<file path="src/rtl/logic_pkg.sv">
// Opcode constants and the legality check shared by the logic unit and its core.
// Build option: define LOGIC_SHIFT_EN to make the shift/rotate opcodes 8-11 legal.
package logic_pkg;

    localparam int OP_W = 4;

    localparam logic [OP_W-1:0] OP_IOR   = 4'd0;
    localparam logic [OP_W-1:0] OP_AND   = 4'd1;
    localparam logic [OP_W-1:0] OP_XOR   = 4'd2;
    localparam logic [OP_W-1:0] OP_COMP  = 4'd3;
    localparam logic [OP_W-1:0] OP_NOR   = 4'd4;
    localparam logic [OP_W-1:0] OP_NAND  = 4'd5;
    localparam logic [OP_W-1:0] OP_XNOR  = 4'd6;
    localparam logic [OP_W-1:0] OP_PASSB = 4'd7;
    localparam logic [OP_W-1:0] OP_SHL   = 4'd8;
    localparam logic [OP_W-1:0] OP_SHR   = 4'd9;
    localparam logic [OP_W-1:0] OP_ROL   = 4'd10;
    localparam logic [OP_W-1:0] OP_ROR   = 4'd11;

    // Opcodes 12-15 are never legal; 8-11 only when the shifter is built.
    function automatic logic is_legal_op(input logic [OP_W-1:0] op);
`ifdef LOGIC_SHIFT_EN
        return op <= OP_ROR;
`else
        return op <= OP_PASSB;
`endif
    endfunction

endpackage

</file>
<file path="src/rtl/logic_unit_pipe_if.sv">
// Request/result bundle of the pipelined logic unit; master drives requests, slave is the unit.
interface logic_unit_pipe_if
    import logic_pkg::*;
#(
    parameter int WIDTH = 8
);
    logic             in_valid;
    logic             in_ready;
    logic [WIDTH-1:0] op_A;
    logic [WIDTH-1:0] op_B;
    logic [OP_W-1:0]  op_sel;
    logic             chain;
    logic             out_valid;
    logic             out_ready;
    logic [WIDTH-1:0] Func;
    logic             flag_zero;
    logic             flag_par;
    logic             flag_err;

    modport master (
        output in_valid, op_A, op_B, op_sel, chain, out_ready,
        input  in_ready, out_valid, Func, flag_zero, flag_par, flag_err
    );

    modport slave (
        input  in_valid, op_A, op_B, op_sel, chain, out_ready,
        output in_ready, out_valid, Func, flag_zero, flag_par, flag_err
    );
endinterface

</file>
<file path="src/rtl/logic_unit_pipe_core.sv">
// Combinational WIDTH-bit logic core: result and illegal-opcode flag for one operation.
// Build option: LOGIC_SHIFT_EN adds the one-position shift/rotate ops on A.
module logic_core
    import logic_pkg::*;
#(
    parameter int WIDTH = 8
) (
    input  logic [WIDTH-1:0] a,
    input  logic [WIDTH-1:0] b,
    input  logic [OP_W-1:0]  op,
    output logic [WIDTH-1:0] res,
    output logic             err
);

    // Illegal opcodes fall into the default arm and yield zero.
    always_comb begin
        err = !is_legal_op(op);
        res = '0;
        case (op)
            OP_IOR:   res = a | b;
            OP_AND:   res = a & b;
            OP_XOR:   res = a ^ b;
            OP_COMP:  res = ~a;
            OP_NOR:   res = ~(a | b);
            OP_NAND:  res = ~(a & b);
            OP_XNOR:  res = ~(a ^ b);
            OP_PASSB: res = b;
`ifdef LOGIC_SHIFT_EN
            OP_SHL:   res = {a[WIDTH-2:0], 1'b0};
            OP_SHR:   res = {1'b0, a[WIDTH-1:1]};
            OP_ROL:   res = {a[WIDTH-2:0], a[WIDTH-1]};
            OP_ROR:   res = {a[0], a[WIDTH-1:1]};
`endif
            default:  res = '0;
        endcase
    end

endmodule

</file>
<file path="src/rtl/logic_unit_pipe.sv">
// Registered logic unit: one-deep output stage with valid/ready handshake,
// chain (feedback) register and zero/parity/error flags registered with the result.
module logic_unit_pipe
    import logic_pkg::*;
#(
    parameter int               WIDTH     = 8,
    parameter logic [WIDTH-1:0] RESET_ACC = '0
) (
    input logic              clk,
    input logic              rst,
    logic_unit_pipe_if.slave bus
);

    logic             out_valid_q, out_valid_d;
    logic [WIDTH-1:0] func_q, func_d;
    logic             zero_q, zero_d;
    logic             par_q, par_d;
    logic             err_q, err_d;
    logic [WIDTH-1:0] chain_q, chain_d;

    logic             accept;
    logic [WIDTH-1:0] operand_b;
    logic [WIDTH-1:0] core_res;
    logic             core_err;

    assign bus.in_ready = !out_valid_q || bus.out_ready;
    assign accept       = bus.in_valid && bus.in_ready;
    assign operand_b    = bus.chain ? chain_q : bus.op_B;

    logic_core #(.WIDTH(WIDTH)) u_core (
        .a   (bus.op_A),
        .b   (operand_b),
        .op  (bus.op_sel),
        .res (core_res),
        .err (core_err)
    );

    // An accept overwrites the output stage even while it is being presented, so no bubble.
    always_comb begin
        out_valid_d = out_valid_q;
        func_d      = func_q;
        zero_d      = zero_q;
        par_d       = par_q;
        err_d       = err_q;
        chain_d     = chain_q;
        if (accept) begin
            out_valid_d = 1'b1;
            func_d      = core_res;
            zero_d      = (core_res == '0);
            par_d       = ^core_res;
            err_d       = core_err;
            chain_d     = core_res;
        end else if (out_valid_q && bus.out_ready) begin
            out_valid_d = 1'b0;
        end
    end

    always_ff @(posedge clk) begin
        if (rst) begin
            out_valid_q <= 1'b0;
            func_q      <= '0;
            zero_q      <= 1'b0;
            par_q       <= 1'b0;
            err_q       <= 1'b0;
            chain_q     <= RESET_ACC;
        end else begin
            out_valid_q <= out_valid_d;
            func_q      <= func_d;
            zero_q      <= zero_d;
            par_q       <= par_d;
            err_q       <= err_d;
            chain_q     <= chain_d;
        end
    end

    assign bus.out_valid = out_valid_q;
    assign bus.Func      = func_q;
    assign bus.flag_zero = zero_q;
    assign bus.flag_par  = par_q;
    assign bus.flag_err  = err_q;

endmodule

</file>
<file path="src/flat_wrapper.sv">
// flat-port wrapper written by rule: the top's interface ports become plain ports
module logic_unit_pipe_flat import logic_pkg::*;
#(
    parameter int               WIDTH     = 8,
    parameter logic [WIDTH-1:0] RESET_ACC = '0
)
  (clk, rst, bus_in_valid, bus_op_A, bus_op_B, bus_op_sel, bus_chain, bus_out_ready, bus_in_ready, bus_out_valid, bus_Func, bus_flag_zero, bus_flag_par, bus_flag_err);
  logic_unit_pipe_if #(.WIDTH(WIDTH)) bus_i ();
  input logic clk;
  input logic rst;
  input wire logic [$bits(bus_i.in_valid)-1:0] bus_in_valid;
  input wire logic [$bits(bus_i.op_A)-1:0] bus_op_A;
  input wire logic [$bits(bus_i.op_B)-1:0] bus_op_B;
  input wire logic [$bits(bus_i.op_sel)-1:0] bus_op_sel;
  input wire logic [$bits(bus_i.chain)-1:0] bus_chain;
  input wire logic [$bits(bus_i.out_ready)-1:0] bus_out_ready;
  output wire logic [$bits(bus_i.in_ready)-1:0] bus_in_ready;
  output wire logic [$bits(bus_i.out_valid)-1:0] bus_out_valid;
  output wire logic [$bits(bus_i.Func)-1:0] bus_Func;
  output wire logic [$bits(bus_i.flag_zero)-1:0] bus_flag_zero;
  output wire logic [$bits(bus_i.flag_par)-1:0] bus_flag_par;
  output wire logic [$bits(bus_i.flag_err)-1:0] bus_flag_err;
  assign bus_i.in_valid = bus_in_valid;
  assign bus_i.op_A = bus_op_A;
  assign bus_i.op_B = bus_op_B;
  assign bus_i.op_sel = bus_op_sel;
  assign bus_i.chain = bus_chain;
  assign bus_i.out_ready = bus_out_ready;
  assign bus_in_ready = bus_i.in_ready;
  assign bus_out_valid = bus_i.out_valid;
  assign bus_Func = bus_i.Func;
  assign bus_flag_zero = bus_i.flag_zero;
  assign bus_flag_par = bus_i.flag_par;
  assign bus_flag_err = bus_i.flag_err;
  logic_unit_pipe #(.WIDTH(WIDTH), .RESET_ACC(RESET_ACC)) u_core (.clk(clk), .rst(rst), .bus(bus_i));
endmodule
</file>
<file path="config.mk">
export PLATFORM = sky130hd
export DESIGN_NAME = logic_unit_pipe_flat
export DESIGN_NICKNAME = d
export VERILOG_FILES = /design/src/rtl/logic_pkg.sv /design/src/rtl/logic_unit_pipe_if.sv /design/src/rtl/logic_unit_pipe_core.sv /design/src/rtl/logic_unit_pipe.sv /design/src/flat_wrapper.sv
export SDC_FILE = /design/constraint.sdc
export NUM_CORES = 1
export LEC_CHECK = 0
export CAP_MARGIN = 40
export CORE_ASPECT_RATIO = 1.4
export CORE_MARGIN = 2
export CORE_UTILIZATION = 55
export CTS_BUF_LIST = sky130_fd_sc_hd__clkbuf_4 sky130_fd_sc_hd__clkbuf_8
export DETAILED_ROUTE_END_ITERATION = 16
export HOLD_SLACK_MARGIN = 0.12
export MAX_ROUTING_LAYER = met4
export PLACE_DENSITY_LB_ADDON = 0.3
export SETUP_SLACK_MARGIN = 0.5
export SKIP_CTS_REPAIR_TIMING = 1
export SYNTH_ARGS = -nofsm -noshare
export SYNTH_HDL_FRONTEND = slang
export SYNTH_SLANG_ARGS = --single-unit
export TNS_END_PERCENT = 20
</file>
<file path="constraint.sdc">
create_clock -name clk -period 5.9 [get_ports clk]
set_input_delay 0.885 -clock clk [delete_from_list [all_inputs] [get_ports clk]]
set_output_delay 0.885 -clock clk [all_outputs]
set_load 0.05 [all_outputs]
</file>
==> results.tsv <==
stage	metric	value	unit
synth	biggest area consumer among synthesized cells	ha_1	
clock_network	Clock Latency Late Sink	280	ps
global_routing	gr ovfl total	0	
power	Int Pwr	197	uW
place	DP HPWL	2770	um
setup_path	CP Capture Type	flip-flop	
floorplan	I/O pin count	38	
setup_path	Worst Setup EP	u_core.bus.flag_par	
setup_path	r2r setup slk	3460	ps
synth	Seq cells post-synth	12	
sta	max-slew violation count	0	
routing	Via density	5.67	
clock_network	Clock transition at path regs	80	ps
setup_path	arrival time worst endpoint	3790	ps
synth	synthesized area	1550	um2
synth	Synth cell types	43	
setup_path	CP Launch Type	primary input	
setup_path	RR Endpoint	u_core.bus.flag_par	
place	Placement Cell Area	1880	um2
clock_network	clock root buffer master	clkbuf_4	
global_routing	largest net degree at the start of global routing	36	
sta	slew at the pin closest to its max-slew limit	908	ps
synth	post-synthesis simple-gate area fraction	26.5	%
power	Seq pwr share	28.9	%
finish	# nets final	264	
clock_network	maximum clock path buffer count	2	
sta	setup TNS	0	ps
finish	fillcell total	219	
power	Power Dens Cells	168	nW/um2
synth	main combinational cell family by area after synthesis	simple AND/OR/NAND/NOR gates	
clock_network	total CTS buffers	3	
sta	maximum clock frequency	0.278	GHz
global_routing	number of global-route vias before repair	1430	
clock_network	clk sink count	12	
finish	commonest cells after routing, fill and taps aside	clkdlybuf4s50_1, ha_1, nor2_1, inv_1, dfxtp_1	
floorplan	Die W	48.8	um
setup_path	critical path data required time	6090	ps
routing	1st-iter DRT viols	33	
sta	final worst path period share	61.0	%
finish	Antenna Diode Count	0	
setup_path	CP Class	primary input to flip-flop	
synth	average cell area after synthesis	8.27	um2
synth	Synth Area in XOR/XNOR	6.23	%
synth	ranking of synthesized cells by area	ha_1, dfxtp_1, mux2i_1, xor2_1, nor2_1	
routing	DR top layer	met4	
run	MaxCap Viol Count	0	
power	clock power share	21.1	%
routing	via count	1439	
place	Placer Congestion	0.859	
status	outcome	finished, final reports clean	
synth	adder-cell share of the synthesized area	16.2	%
place	PortBufs	37	
synth	synthesized instance count	187	
routing	drt wl/cell	13.9	um
synth	multiplexer area fraction after synthesis	5.18	%
routing	Final ANT Viol Nets	0	
floorplan	die area	3260	um2
clock_network	TritonCTS clock tree	done	
sta	worst setup margin	2300	ps
power	logic gate share of total power	50.0	%
routing	Final Routed Wirelength	3540	um
finish	design area	1910	um2
setup_path	worst-case reg-to-reg path depth	9	
setup_path	CP startpoint	bus_chain	
routing	WL met2	1880	um
floorplan	core box area	2640	um2
setup_path	critical register-to-register path startpoint	u_core.chain_q[7]	
sta	final hold violations	0	
clock_network	H-tree depth	1	
floorplan	Die Span Y	66.7	um
hold_path	Tightest Hold Check Type	flip-flop to flip-flop	
synth	warnings from Yosys	0	
setup_path	worst-path fanout max	8	
synth	area share of the largest cell type after synthesis	16.2	%
sta	worst clock skew	4.07	ps
routing	Met1 Routed Length	1390	um
power	P_sw	124	uW
sta	min Tclk post-route	3600	ps
synth	Seq/Total Area, Yosys	15.5	%
routing	TritonRoute pass-1 iters	4	
finish	Reg area	240	um2
global_routing	first-pass GRT wire length	6100	um
floorplan	row count	22	
global_routing	initial antenna violation count	0	
power	sw frac	38.5	%
global_routing	gr usage total	24.4	%
finish	Multi-input gate area	1150	um2
place	post-place setup slack	1980	ps
sta	Max-slew headroom	39.3	%
floorplan	Initial Util	58.5	%
finish	share of layout cells above drive strength 1	8.26	%
routing	DRC viols	0	
sta	final setup fails	0	
sta	RSZ-0062 raised after global routing	false	
finish	most common cell after layout, fill and taps aside	clkdlybuf4s50_1	
power	VDD IR-drop max	120	uV
synth	syn_nets	232	
finish	P&R area growth vs syn	23.6	%
synth	post-synthesis compound-gate area fraction	20.2	%
routing	met3 routed WL	105	um
power	Leakage	0.857	nW
how the worst min path moves through the flow:
| stage | startpoint | end | slack [ps] | depth (start not counted) |
|---|---|---|---|---|
| CTS | u_core.bus.flag_zero | u_core.bus.flag_zero | 460 | 2 |
| floorplan | u_core.bus.flag_zero | u_core.bus.flag_zero | 670 | 2 |
| global route | u_core.bus.flag_zero | u_core.bus.flag_zero | 500 | 2 |
| global placement | u_core.bus.flag_zero | u_core.bus.flag_zero | 440 | 2 |
| detailed placement | u_core.bus.flag_zero | u_core.bus.flag_zero | 450 | 2 |
| finish | u_core.bus.flag_zero | u_core.bus.flag_zero | 470 | 2 |
registers in the layout (all words and copies together) (netlist names):
signal / cells
u_core.bus.flag_err: 1
u_core.bus.flag_par: 1
u_core.bus.out_valid: 1
u_core.chain_q: 8
u_core.bus.flag_zero: 1
cells in the mapped netlist:
cell type and number:
or2_0 2, a21boi_0 1, nand3b_1 1, nand2b_4 1, nor2b_1 7, and4_4 1
nor3_2 1, o211ai_1 1, o21ai_0 5, nor2b_4 2, buf_2 2, nand3_1 2
nor2_1 18, buf_4 1, buf_6 6, nand4bb_1 2, clkbuf_1 1, nor3_1 4
o211a_1 3, nand3b_2 1, o31a_1 2, nand4b_2 1, and2b_1 2, a211oi_2 2
o21ai_1 6, o211ai_2 2, inv_1 17, and4_1 1, xor2_1 8, xnor2_1 3
nor2b_2 1, and2_1 8, ha_1 20, dfxtp_1 12, a311oi_1 4, nand2_1 7
a211oi_1 5, nor4_4 1, o21a_1 3, a21oi_1 10, and3_1 1, clkbuf_2 1
mux2i_1 8
cell families after synthesis:
kind of cell	count (synthesis)
and+or+nand+nor	64
AOI/OAI and AO/OA	44
buffers and inverters	28
adders and majority gates	20
DFF	12
xor gates and xnor gates	11
muxes	8
through the flow:
stage | utilization [%] | instances | hold WS (ps) | power (mW)
floorplan | - | 187 | 668 | 0.210
global placement | 71.0 | 250 | 443 | 0.249
detailed placement | 71.0 | 250 | 445 | 0.255
CTS | 72.3 | 254 | 465 | 0.323
global route | 72.3 | 254 | 504 | 0.342
finish | 72.3 | 254 | 467 | 0.321
power by group through the flow:
stage | Sequential [mW] | Combinational (mW) | Clock [mW]
4_1_cts | 0.0929 | 0.162 | 0.0687
3_3_place_gp | 0.0947 | 0.155 | 0
5_1_grt | 0.0939 | 0.176 | 0.0724
6_report | 0.0929 | 0.160 | 0.0678
3_5_place_dp | 0.0947 | 0.161 | 0
2_1_floorplan | 0.118 | 0.0921 | 0
critical path, cell delays in order:
cell	delay, ps
clkdlybuf4s50_1	770
mux2i_1	370
ha_1	300
xor2_1	140
o211a_1	250
nor4_4	320
ha_1	290
xnor2_1	140
xnor2_1	130
a211oi_1	210
per-layer routing:
metal  vias to the layer above  track usage (%)
met5                         -                -
met4                         0             14.3
met3                        16             3.59
met2                        43             45.7
met1                       667             23.9
li1                        713                -
layout make-up:
type                       instances  share of cell area [%]
clock buffer                       4                    1.90
multi-input combinational        147                    60.1
sequential                        12                    12.6
timing repair buffer              38                    19.8
tap                               36                    2.36
inverter                          17                    3.34
No activity file was read; power rests on OpenSTA's default activity.
